==> src/rtl/mig_rw_burst_scheduler_if.sv <==
// Command/done handshake bundle between the burst scheduler and the
// AW/W (write) and AR/R (read) channel engines.
interface mig_rw_burst_scheduler_if;
    logic        wr_cmd_valid;
    logic        wr_cmd_ready;
    logic [31:0] wr_cmd_addr;
    logic [7:0]  wr_cmd_len;
    logic        wr_done;
    logic        rd_cmd_valid;
    logic        rd_cmd_ready;
    logic [31:0] rd_cmd_addr;
    logic [7:0]  rd_cmd_len;
    logic        rd_done;

    modport master (
        output wr_cmd_valid, wr_cmd_addr, wr_cmd_len,
        input  wr_cmd_ready, wr_done,
        output rd_cmd_valid, rd_cmd_addr, rd_cmd_len,
        input  rd_cmd_ready, rd_done
    );

    modport slave (
        input  wr_cmd_valid, wr_cmd_addr, wr_cmd_len,
        output wr_cmd_ready, wr_done,
        input  rd_cmd_valid, rd_cmd_addr, rd_cmd_len,
        output rd_cmd_ready, rd_done
    );
endinterface

==> src/rtl/mig_rw_burst_scheduler.sv <==
// DDR3 ring-buffer burst scheduler in front of the MIG AXI port.
// Define MIG_RW_SCHED_STATS_EN to add wr_burst_cnt/rd_burst_cnt outputs.
module mig_rw_burst_scheduler #(
    parameter int unsigned Max_Burst_Len  = 16,
    parameter int unsigned RW_Delay_Value = 64,
    parameter logic [31:0] Base_Address   = 32'h0000_0000,
    parameter int unsigned Memory_Size    = 1024,
    parameter int unsigned MIG_Port_Size  = 128
) (
    input  logic        aclk,
    input  logic        reset,
    input  logic        soft_resetn,
    input  logic [15:0] in_fifo_count,
    input  logic [15:0] out_fifo_free,
    mig_rw_burst_scheduler_if.master cmd,
    output logic [31:0] mem_count,
    output logic        busy
`ifdef MIG_RW_SCHED_STATS_EN
    ,
    output logic [31:0] wr_burst_cnt,
    output logic [31:0] rd_burst_cnt
`endif
);

    localparam int unsigned BYTES  = MIG_Port_Size / 8;
    localparam int unsigned BSHIFT = $clog2(BYTES);
    localparam int unsigned W4K    = 4096 / BYTES;

    localparam logic [31:0] MEM     = 32'(Memory_Size);
    localparam logic [31:0] MAXB    = 32'(Max_Burst_Len);
    localparam logic [31:0] HOLDMAX = 32'(RW_Delay_Value);
    localparam logic [31:0] W4KV    = 32'(W4K);
    localparam logic [31:0] W4KM    = 32'(W4K - 1);

    typedef enum logic [2:0] {
        IDLE,
        WR_ISSUE,
        WR_WAIT,
        RD_ISSUE,
        RD_WAIT
    } state_t;

    state_t      state_q;
    logic        last_wr_q;
    logic [31:0] hold_q;
    logic [31:0] wp_q;
    logic [31:0] rp_q;
    logic [31:0] mem_q;
    logic [8:0]  beats_q;
    logic        busy_q;

    logic        wr_valid_q;
    logic [31:0] wr_addr_q;
    logic [7:0]  wr_len_q;
    logic        rd_valid_q;
    logic [31:0] rd_addr_q;
    logic [7:0]  rd_len_q;

`ifdef MIG_RW_SCHED_STATS_EN
    logic [31:0] wr_cnt_q;
    logic [31:0] rd_cnt_q;
`endif

    function automatic logic [31:0] min2(
        input logic [31:0] a,
        input logic [31:0] b
    );
        return (a < b) ? a : b;
    endfunction

    // Room is the ring headroom (write) or fill (read); the last term
    // stops the burst at the next 4 KB page, Base_Address being aligned.
    function automatic logic [31:0] burst_beats(
        input logic [31:0] avail,
        input logic [31:0] room,
        input logic [31:0] ptr
    );
        logic [31:0] n;
        n = min2(MAXB, avail);
        n = min2(n, room);
        n = min2(n, MEM - ptr);
        n = min2(n, W4KV - (ptr & W4KM));
        return n;
    endfunction

    logic        wr_elig;
    logic        rd_elig;
    logic        go_wr;
    logic        go_rd;
    logic [31:0] wr_beats_d;
    logic [31:0] rd_beats_d;
    logic [31:0] hold_d;
    logic [31:0] beats32;
    logic [31:0] wp_adv;
    logic [31:0] rp_adv;
    logic [31:0] wp_d;
    logic [31:0] rp_d;

    always_comb begin
        wr_elig    = (in_fifo_count != 16'd0) && (mem_q < MEM);
        rd_elig    = (mem_q != 32'd0) && (out_fifo_free != 16'd0);
        wr_beats_d = burst_beats(32'(in_fifo_count), MEM - mem_q, wp_q);
        rd_beats_d = burst_beats(32'(out_fifo_free), mem_q, rp_q);
        go_wr      = 1'b0;
        go_rd      = 1'b0;
        if ((state_q == IDLE) && soft_resetn) begin
            if (wr_elig && rd_elig) begin
                if (hold_q < HOLDMAX) begin
                    go_wr = last_wr_q;
                    go_rd = !last_wr_q;
                end else begin
                    go_wr = !last_wr_q;
                    go_rd = last_wr_q;
                end
            end else begin
                go_wr = wr_elig;
                go_rd = rd_elig;
            end
        end
        hold_d = (hold_q < HOLDMAX) ? hold_q + 32'd1 : hold_q;
        if ((go_wr && !last_wr_q) || (go_rd && last_wr_q)) begin
            hold_d = '0;
        end
        beats32 = 32'(beats_q);
        wp_adv  = wp_q + beats32;
        rp_adv  = rp_q + beats32;
        wp_d    = (wp_adv == MEM) ? '0 : wp_adv;
        rp_d    = (rp_adv == MEM) ? '0 : rp_adv;
    end

    always_ff @(posedge aclk) begin
        if (reset) begin
            state_q    <= IDLE;
            last_wr_q  <= 1'b0;
            hold_q     <= '0;
            wp_q       <= '0;
            rp_q       <= '0;
            mem_q      <= '0;
            beats_q    <= '0;
            busy_q     <= 1'b0;
            wr_valid_q <= 1'b0;
            wr_addr_q  <= '0;
            wr_len_q   <= '0;
            rd_valid_q <= 1'b0;
            rd_addr_q  <= '0;
            rd_len_q   <= '0;
`ifdef MIG_RW_SCHED_STATS_EN
            wr_cnt_q   <= '0;
            rd_cnt_q   <= '0;
`endif
        end else begin
            hold_q <= hold_d;
            case (state_q)
                IDLE: begin
                    if (!soft_resetn) begin
                        wp_q     <= '0;
                        rp_q     <= '0;
                        mem_q    <= '0;
                        hold_q   <= '0;
`ifdef MIG_RW_SCHED_STATS_EN
                        wr_cnt_q <= '0;
                        rd_cnt_q <= '0;
`endif
                    end else if (go_wr) begin
                        state_q    <= WR_ISSUE;
                        wr_valid_q <= 1'b1;
                        wr_addr_q  <= Base_Address + (wp_q << BSHIFT);
                        wr_len_q   <= 8'(wr_beats_d - 32'd1);
                        beats_q    <= 9'(wr_beats_d);
                        last_wr_q  <= 1'b1;
                        busy_q     <= 1'b1;
                    end else if (go_rd) begin
                        state_q    <= RD_ISSUE;
                        rd_valid_q <= 1'b1;
                        rd_addr_q  <= Base_Address + (rp_q << BSHIFT);
                        rd_len_q   <= 8'(rd_beats_d - 32'd1);
                        beats_q    <= 9'(rd_beats_d);
                        last_wr_q  <= 1'b0;
                        busy_q     <= 1'b1;
                    end
                end
                WR_ISSUE: begin
                    if (cmd.wr_cmd_ready) begin
                        wr_valid_q <= 1'b0;
                        state_q    <= WR_WAIT;
                    end
                end
                WR_WAIT: begin
                    if (cmd.wr_done) begin
                        mem_q    <= mem_q + beats32;
                        wp_q     <= wp_d;
                        state_q  <= IDLE;
                        busy_q   <= 1'b0;
`ifdef MIG_RW_SCHED_STATS_EN
                        wr_cnt_q <= wr_cnt_q + 32'd1;
`endif
                    end
                end
                RD_ISSUE: begin
                    if (cmd.rd_cmd_ready) begin
                        rd_valid_q <= 1'b0;
                        state_q    <= RD_WAIT;
                    end
                end
                RD_WAIT: begin
                    if (cmd.rd_done) begin
                        mem_q    <= mem_q - beats32;
                        rp_q     <= rp_d;
                        state_q  <= IDLE;
                        busy_q   <= 1'b0;
`ifdef MIG_RW_SCHED_STATS_EN
                        rd_cnt_q <= rd_cnt_q + 32'd1;
`endif
                    end
                end
                default: begin
                    state_q <= IDLE;
                end
            endcase
        end
    end

    assign cmd.wr_cmd_valid = wr_valid_q;
    assign cmd.wr_cmd_addr  = wr_addr_q;
    assign cmd.wr_cmd_len   = wr_len_q;
    assign cmd.rd_cmd_valid = rd_valid_q;
    assign cmd.rd_cmd_addr  = rd_addr_q;
    assign cmd.rd_cmd_len   = rd_len_q;
    assign mem_count        = mem_q;
    assign busy             = busy_q;

`ifdef MIG_RW_SCHED_STATS_EN
    assign wr_burst_cnt = wr_cnt_q;
    assign rd_burst_cnt = rd_cnt_q;
`endif

endmodule

==> src/flat_wrapper.sv <==
// flat-port wrapper written by rule: the top's interface ports become plain ports
module mig_rw_burst_scheduler_flat 
#(
    parameter int unsigned Max_Burst_Len  = 16,
    parameter int unsigned RW_Delay_Value = 64,
    parameter logic [31:0] Base_Address   = 32'h0000_0000,
    parameter int unsigned Memory_Size    = 1024,
    parameter int unsigned MIG_Port_Size  = 128
)
  (aclk, reset, soft_resetn, in_fifo_count, out_fifo_free, mem_count, busy, cmd_wr_cmd_valid, cmd_wr_cmd_addr, cmd_wr_cmd_len, cmd_wr_cmd_ready, cmd_wr_done, cmd_rd_cmd_valid, cmd_rd_cmd_addr, cmd_rd_cmd_len, cmd_rd_cmd_ready, cmd_rd_done);
  mig_rw_burst_scheduler_if cmd_i ();
  input  logic aclk;
  input  logic reset;
  input  logic soft_resetn;
  input  logic [15:0] in_fifo_count;
  input  logic [15:0] out_fifo_free;
  output logic [31:0] mem_count;
  output logic busy;
  output wire logic [$bits(cmd_i.wr_cmd_valid)-1:0] cmd_wr_cmd_valid;
  output wire logic [$bits(cmd_i.wr_cmd_addr)-1:0] cmd_wr_cmd_addr;
  output wire logic [$bits(cmd_i.wr_cmd_len)-1:0] cmd_wr_cmd_len;
  input wire logic [$bits(cmd_i.wr_cmd_ready)-1:0] cmd_wr_cmd_ready;
  input wire logic [$bits(cmd_i.wr_done)-1:0] cmd_wr_done;
  output wire logic [$bits(cmd_i.rd_cmd_valid)-1:0] cmd_rd_cmd_valid;
  output wire logic [$bits(cmd_i.rd_cmd_addr)-1:0] cmd_rd_cmd_addr;
  output wire logic [$bits(cmd_i.rd_cmd_len)-1:0] cmd_rd_cmd_len;
  input wire logic [$bits(cmd_i.rd_cmd_ready)-1:0] cmd_rd_cmd_ready;
  input wire logic [$bits(cmd_i.rd_done)-1:0] cmd_rd_done;
  assign cmd_wr_cmd_valid = cmd_i.wr_cmd_valid;
  assign cmd_wr_cmd_addr = cmd_i.wr_cmd_addr;
  assign cmd_wr_cmd_len = cmd_i.wr_cmd_len;
  assign cmd_i.wr_cmd_ready = cmd_wr_cmd_ready;
  assign cmd_i.wr_done = cmd_wr_done;
  assign cmd_rd_cmd_valid = cmd_i.rd_cmd_valid;
  assign cmd_rd_cmd_addr = cmd_i.rd_cmd_addr;
  assign cmd_rd_cmd_len = cmd_i.rd_cmd_len;
  assign cmd_i.rd_cmd_ready = cmd_rd_cmd_ready;
  assign cmd_i.rd_done = cmd_rd_done;
  mig_rw_burst_scheduler #(.Max_Burst_Len(Max_Burst_Len), .RW_Delay_Value(RW_Delay_Value), .Base_Address(Base_Address), .Memory_Size(Memory_Size), .MIG_Port_Size(MIG_Port_Size)) u_core (.aclk(aclk), .reset(reset), .soft_resetn(soft_resetn), .in_fifo_count(in_fifo_count), .out_fifo_free(out_fifo_free), .cmd(cmd_i), .mem_count(mem_count), .busy(busy));
endmodule
==> config.mk <==
export PLATFORM = sky130hd
export DESIGN_NAME = mig_rw_burst_scheduler_flat
export DESIGN_NICKNAME = d
export VERILOG_FILES = /design/src/rtl/mig_rw_burst_scheduler_if.sv /design/src/rtl/mig_rw_burst_scheduler.sv /design/src/flat_wrapper.sv
export SDC_FILE = /design/constraint.sdc
export NUM_CORES = 1
export LEC_CHECK = 0
export BUFFER_PORTS_ARGS = -buffer_cell sky130_fd_sc_hd__buf_2
export CAP_MARGIN = 10
export CORE_ASPECT_RATIO = 0.6
export CORE_UTILIZATION = 60
export CTS_CLUSTER_SIZE = 20
export DETAILED_ROUTE_END_ITERATION = 16
export PLACE_DENSITY = 0.87
export SYNTH_ARGS = -nofsm -noshare
export SYNTH_HDL_FRONTEND = slang
export SYNTH_SLANG_ARGS = --single-unit
==> constraint.sdc <==
create_clock -name aclk -period 10.8 [get_ports aclk]
set_input_delay 1.08 -clock aclk [delete_from_list [all_inputs] [get_ports aclk]]
set_output_delay 1.08 -clock aclk [all_outputs]
set_load 0.005 [all_outputs]
==> impl_summary.md, run 1 <==
Finish
The leading cell type in the layout, fill and taps excluded is sky130_fd_sc_hd__nand2_1. At the end of the flow the core is filled with cells to 0.674. After the flow finishes, the layout carries non-filler instances totaling 2782. The total inserted antenna cells is 0. The signed area change from the synthesized netlist to the final layout is 10.6%.

The net count reported at finish is 2597. In the layout the commonest cells are sky130_fd_sc_hd__nand2_1, sky130_fd_sc_hd__dfxtp_1, sky130_fd_sc_hd__nor2_1. Fill cells in the final layout number 2409.

In the final layout, the share of cells above drive strength 1 is 0.109. With fillers left out, the area of the finished cells amounts to 19400 um^2.

STA
Of the available clock period, the critical path in the final layout requires 0.914. The max-slew headroom at the worst pin is 0.0836. After routing, the total negative slack on setup checks comes to 0 ps. The clock period minus final worst setup slack is 9870 ps. The total count of hold-check failures in the final report came to 0.

The worst hold margin is 453 ps. For the pin with the worst max-slew slack, the measured transition is 1360 ps. The setup clock skew after layout is 21.3 ps.

Setup repair after global routing left no endpoint under its margin. Timing would allow up to 101 MHz. The final-report setup violation count is 0. The worst setup slack after layout is 933 ps. The count of pins over their slew limit is 0.

Synthesis
The cell area that synthesis handed to floorplanning was 17500 um^2. For this run, the number of Yosys warnings is 0. The number of distinct library cells after synthesis is 91. Of the synthesized area, sequential elements account for 0.247.

The main flop type after synthesis is sky130_fd_sc_hd__dfxtp_1. A synthesized cell averages 7.69 um^2. The number of flops mapped to enable cells by yosys is 0. Ranked by total cell area, the synthesized netlist is headed by sky130_fd_sc_hd__dfxtp_1, sky130_fd_sc_hd__ha_1, sky130_fd_sc_hd__xnor2_1, sky130_fd_sc_hd__nand2_1, sky130_fd_sc_hd__a21oi_1. Counting flops with an async set or reset pin after synthesis yields a share of 0. Synthesis produced 2276 cells. In this run, synthesis produced a sequential element count of 216.

The largest area contributor in the synthesized netlist is sky130_fd_sc_hd__dfxtp_1. The share of synthesized area in the top cell type comes to 0.247.

Routing
The met3 layer wire length in the routed design is 7430 um. For this run, the detailed router's first-pass iteration total came to 8. In the routed layout, each cell is associated on average with a via count of 6.45. For this block, the initial DRC count from the detailed router was 2192.

The top routing layer in use is met4. In the final routed layout, each cell accounts on average for 20.1 um. The routed length on met1 is 25300 um.

The routed design uses 21900 um of met2 wire. Once detail routing completed, the nets flagged for antenna violations numbered 0. The total DRC errors in the routed layout is 0. The total vias in the final route is 18.0k. The wire length reported by the detailed router is 55800 um.

Floorplan
The initial core utilization is 0.610. The core box area is 28700 um^2. The height of the die is 134 um. The number of primary I/O pins is 154. The floorplan step defined a die boundary enclosing 29900 um^2.

The initialized floorplan defines 48 standard-cell rows. The die outline width is 223 um.

Clocking
CTS built an H-tree with a depth of 1. The clock passes through at most 3 buffers. At the later pin of the worst-skew pair, clock insertion delay measures 540 ps. The number of sinks handled by clock tree synthesis is 216. The post-cts gate resize count is 0.

For this design, the CTS-stage hold fixing added 0 buffers. The tree is rooted in a sky130_fd_sc_hd__clkbuf_16. Clock-pin slew was measured on the worst setup and hold paths at 70 ps. Clock tree synthesis inserted a total of 22 buffers. The CTS tree is done.

The number of buffers added for setup after CTS is 0.

Power
VDD sags by at most 0.166 mV. Summing internal, switching and leakage power gives 3.99 mW. The net switching power is 1.83 mW. The share of total power dissipated in the clock network is 0.213.

The share of total power dissipated in combinational logic is 0.557. The share of total power consumed by net switching is 0.459. The cell-internal power is 2.16 mW. The analysis attributes to cell leakage a power of 8.40 nW. The share of total power dissipated in sequential elements is 0.231. The power density relative to cell area is 206 nW/um^2.

Placed design
Prior to clock tree synthesis, the placed netlist has a worst setup slack of 1180 ps. The HPWL after detailed placement is 42900 um. In this run, placement finished with an instance count of 2742. The number of port buffers is 145. The total cell area at the placement stage is 18600 um^2. The congestion estimate from routability-driven global placement came to 1.04.

Job
The count of max-cap constraint violations is 0.

Setup path
Along the worst path, the maximum fanout reaches 23. The type of the worst setup path is register to register. The library cell appearing most often on the critical path is sky130_fd_sc_hd__ha_1. The setup check on the worst reg-to-reg path leaves a slack of 930 ps.

The type of origin of the critical path is a register. The worst-path cell with the longest stage delay is sky130_fd_sc_hd__or4b_1. STA puts the critical path data arrival time at 10300 ps. In this design, the stage delay of the slowest critical-path cell is 610 ps. STA puts the critical path data required time at 11240 ps.

STA classifies the critical path endpoint as a register.

GRT
The pin count of the biggest net entering global routing is 72. The number of antenna violations at the first check in global routing is 0. The first global-routing pass estimated 87100 um of wire. The overall overflow remaining after global route is 0.

The number of global-route vias before repair is 16.0k. The overall fraction of global-route tracks in use is 0.361.

Outcome
The run finished with clean final reports.

Hold path
The worst hold path belongs to the class register to register.
[registers in the layout, indices dropped and copies added (netlist names), 9 cells and up]
register,cells
u_core.cmd.rd_cmd_addr,28
u_core.mem_count,32
u_core.cmd.wr_cmd_addr,28
u_core.wp_q,32
u_core.rp_q,32
u_core.hold_q,32
u_core.beats_q,9
[metal layers]
metal | GRT usage | vias to the layer above
li1 | - | 8397
met1 | 0.555 | 8399
met2 | 0.507 | 1070
met3 | 0.0705 | 90
met4 | 0.0797 | 0
met5 | 0 | -
[logic make-up after synthesis]
| logic type | Yosys count | synth area share |
|---|---|---|
| xor+xnor | 174 | 0.0879 |
| flops | 216 | 0.247 |
| compound gates | 553 | 0.209 |
| simple gates | 904 | 0.259 |
| other cells | 1 | 0.000214 |
| buf+inv | 218 | 0.0502 |
| fa+ha+maj | 167 | 0.121 |
| mux | 43 | 0.0260 |
[path summary, 6_finish.rpt]
check                              from                    endpoint  cells past startpoint
max                 u_core.mem_count[0]    u_core.cmd.wr_cmd_len[6]                     42
min          u_core.cmd.rd_cmd_addr[29]  u_core.cmd.rd_cmd_addr[29]                      2
max reg2reg         u_core.mem_count[0]    u_core.cmd.wr_cmd_len[6]                     42
min reg2reg  u_core.cmd.rd_cmd_addr[29]  u_core.cmd.rd_cmd_addr[29]                      2
[critical path, delay by kind of cell (launching register included)]
family	cells	cell delay (ps)
XOR/XNOR	1	260
multiplexers	3	1070
flip-flops	1	410
buffers and inverters	5	890
AND/OR/NAND/NOR	13	2730
AO/OA/AOI/OAI	15	3130
adder cells (fa/ha/maj)	5	1270
[synthesized netlist by cell type, types with 13 or more instances]
library cell	instances
sky130_fd_sc_hd__a22oi_1	23
sky130_fd_sc_hd__dfxtp_1	216
sky130_fd_sc_hd__a211oi_1	25
sky130_fd_sc_hd__and2_1	52
sky130_fd_sc_hd__a21oi_1	179
sky130_fd_sc_hd__nor2_1	203
sky130_fd_sc_hd__a22o_1	32
sky130_fd_sc_hd__inv_1	79
sky130_fd_sc_hd__xnor2_1	118
sky130_fd_sc_hd__mux2i_1	29
sky130_fd_sc_hd__or4_1	15
sky130_fd_sc_hd__and3_1	28
sky130_fd_sc_hd__or3_1	42
sky130_fd_sc_hd__nand2_1	247
sky130_fd_sc_hd__nand3_1	69
sky130_fd_sc_hd__xor2_1	54
sky130_fd_sc_hd__nor4_1	40
sky130_fd_sc_hd__ha_1	164
sky130_fd_sc_hd__o21a_1	14
sky130_fd_sc_hd__clkbuf_1	114
sky130_fd_sc_hd__nand2b_1	22
sky130_fd_sc_hd__o21ai_0	90
sky130_fd_sc_hd__nor3_1	69
sky130_fd_sc_hd__a21o_1	43
sky130_fd_sc_hd__o31ai_1	13
sky130_fd_sc_hd__a31oi_1	24
sky130_fd_sc_hd__nand4_1	42
[power groups by stage]
stage	Clock, mW	Sequential [mW]	Combinational [mW]
6_report	0.849	0.920	2.22
3_5_place_dp	0	0.933	2.14
2_1_floorplan	0	0.898	1.61
4_1_cts	0.852	0.916	2.16
3_3_place_gp	0	0.932	2.09
5_1_grt	0.883	0.924	2.42
[cell type report]
class	count	area, um^2	area share
clock buffer	28	613	0.0317
tap	375	469	0.0242
timing repair buffer	169	908	0.0469
inverter	79	297	0.0153
sequential	216	4320	0.223
clock inverter	12	195	0.0101
multi-input combinational	1903	12600	0.648
Power figures use the tool's default switching activity.
==> run 2: changes to the inputs <==
--- a/config.mk
+++ b/config.mk
@@ -12,6 +12,7 @@
 export CTS_CLUSTER_SIZE = 20
 export DETAILED_ROUTE_END_ITERATION = 16
 export PLACE_DENSITY = 0.87
+export RECOVER_POWER = 50
 export SYNTH_ARGS = -nofsm -noshare
 export SYNTH_HDL_FRONTEND = slang
 export SYNTH_SLANG_ARGS = --single-unit
==> impl_summary.md, run 2 (same netlist as run 1, synthesis figures left out) <==
Setup path
The nature of the critical path endpoint is a register. The critical path contains buffers and inverters numbering 5 combined. The worst-path cell with the longest stage delay is sky130_fd_sc_hd__or4b_1. The category of cells accounting for the largest share of critical-path delay is compound AO/OA/AOI/OAI gates. STA puts the critical path data arrival time at 10250 ps.

The library cell appearing most often on the critical path is sky130_fd_sc_hd__ha_1. The delay of the slowest cell on the worst path is 610 ps. STA classifies the critical path startpoint as a register. The data required time of the worst path is 11230 ps. The worst-path maximum fanout is 23. The critical path is of the register to register type.

Power
Overall power consumption after layout is estimated at 3.98 mW. The static leakage is 8.12 nW. The power density relative to cell area is 206 nW/um^2. VDD sags by at most 0.176 mV.

Finish
The ratio of cells with drive above 1 in the final layout is 0.0818. The library cells used most frequently in the layout, excluding fill and tap cells, are sky130_fd_sc_hd__nand2_1, sky130_fd_sc_hd__dfxtp_1, sky130_fd_sc_hd__nor2_1. The net count of the finished layout is 2597. The fill cell instance count of the final layout is 2456. The core occupancy in the finished layout is 0.671. From synthesis to final layout, the design area changed by 10.0%. The number of non-filler instances in the completed layout is 2782. The leading cell type in the layout, fill and taps excluded is sky130_fd_sc_hd__nand2_1. The total inserted antenna cells is 0.

Floorplan
In this run the count of I/O pins placed on the die edge is 154. After floorplanning, the core was sized to cover 28700 um^2. The die covers 29900 um^2. The placement row count is 48. The die is 134 um tall. For this configuration, the core starts out at a cell density of 0.610. The die outline width is 223 um.

GRT
Entering global routing, the biggest net connects 72 pins. The number of global-route vias before repair is 16.0k. The total overflow left after global routing is 0.

The first global-routing pass estimated 87100 um of wire. The number of antenna violations at the first check in global routing came to 0. For this run, the total global-route usage over all layers was measured as 0.361.

STA
The clock period minus final worst setup slack is 9820 ps. Setup violations remaining at the end of the flow were counted as 0. The worst-margin pin slew is 1810 ps. The count of pins over their slew limit is 37. The setup clock skew after layout is 22.2 ps. Timing would allow up to 102 MHz. The total count of hold-check failures in the final report is 0. The final cycle utilization of the critical path is 0.909. Setup repair after global routing left no endpoint under its margin.

The max-slew headroom at the worst pin is -0.207. The final-layout setup total negative slack is 0 ps.

Hold path
The type of the worst min-delay path is register to register.

Routing
The number of vias per cell is 6.41. The wire length reported by the detailed router is 55700 um. The first-pass iteration count of the detailed router is 6. Across all layers, the routed design uses 17.8k vias. Dividing the detail-routed wire length by the instance count gives 20.0 um. The violation count after the first detailed-route iteration is 2155. The remaining number of nets flagged by the antenna check after routing is 0.

The total DRC errors in the routed layout is 0.

Clocking
After clock tree synthesis, the repair step resized 0 gates. After clock tree synthesis, the clock-pin slew on the worst setup and hold paths is 70 ps. The total CTS buffers is 22. In this run the deepest clock path goes through 3 buffers. CTS built an H-tree with a depth of 1.

The count of hold-fix buffers inserted at cts is 0. The number of buffers added for setup after CTS is 0. The tree built by TritonCTS fans out to 216 sinks.

The clock network latency to the later pin of the worst-skew pair is 540 ps. The tree is rooted in a sky130_fd_sc_hd__clkbuf_16. The CTS tree is done.

Placed design
The number of placed instances with taps included is 2742. The congestion estimate from routability-driven global placement came to 1.04. The count of buffers added on input and output ports is 145. The HPWL after detailed placement is 42900 um.

Outcome
The flow ran to the end, but the final reports show violations. The final reports fail on capacitance limit, slew limit.

Job
The count of max-cap constraint violations is 2.
## run 2: changes by cell type in the layout (fill, tap and decap cells not counted)
cell / delta
sky130_fd_sc_hd__o21a_1: +1
sky130_fd_sc_hd__o21a_2: -1
sky130_fd_sc_hd__buf_1: +1
sky130_fd_sc_hd__nor3_2: -1
sky130_fd_sc_hd__o21ai_0: +1
sky130_fd_sc_hd__buf_2: -59
sky130_fd_sc_hd__o21ai_2: -1
sky130_fd_sc_hd__clkbuf_1: +62
sky130_fd_sc_hd__nor3_1: +1
sky130_fd_sc_hd__buf_4: -4
## run 2: routing by layer
metal  up-vias  wire length [um]  global-route usage
met3        87              7560              0.0705
met5         -                 0                   0
met4         0              1110              0.0797
met2      1015             22000               0.507
met1      8334             25100               0.555
li1       8410                 -                   -
## run 2: worst paths after layout
kind | startpoint | endpoint | slack [ps] | depth (start not counted)
worst max-delay path | u_core.mem_count[0] | u_core.cmd.wr_cmd_len[6] | 980 | 42
worst min-delay path | u_core.cmd.rd_cmd_addr[29] | u_core.cmd.rd_cmd_addr[29] | 450 | 2
worst max register to register | u_core.mem_count[0] | u_core.cmd.wr_cmd_len[6] | 980 | 42
worst min register to register | u_core.cmd.rd_cmd_addr[29] | u_core.cmd.rd_cmd_addr[29] | 450 | 2
## run 2: cell type report
type	count	area [um^2]	area share
Clock buffer	28	613	0.0318
Clock inverter	12	195	0.0101
Inverter	79	297	0.0154
Multi-Input combinational cell	1903	12500	0.651
Sequential cell	216	4320	0.224
Tap cell	375	469	0.0244
Timing Repair Buffer	169	820	0.0425
## run 2: metrics by stage
step,setup WS [ps],instance area (um^2),hold WS [ps]
after global placement,1480,18600,440
after detailed placement,1180,18600,443
after CTS,1140,19400,453
final,981,19300,452
after global routing,333,19300,474
after floorplan,2070,17700,430
## run 2: tightest hold or removal path, cell delays in order, from the launching register on
cell and delay, ps:
sky130_fd_sc_hd__dfxtp_1 310, sky130_fd_sc_hd__nand2_1 50, sky130_fd_sc_hd__a21oi_1 50
## run 2: power breakdown
part / internal (mW) / leakage (nW) / switching [mW]
Sequential: 0.842 / 1.74 / 0.0789
Combinational: 0.799 / 5.99 / 1.41
Clock: 0.503 / 0.394 / 0.344
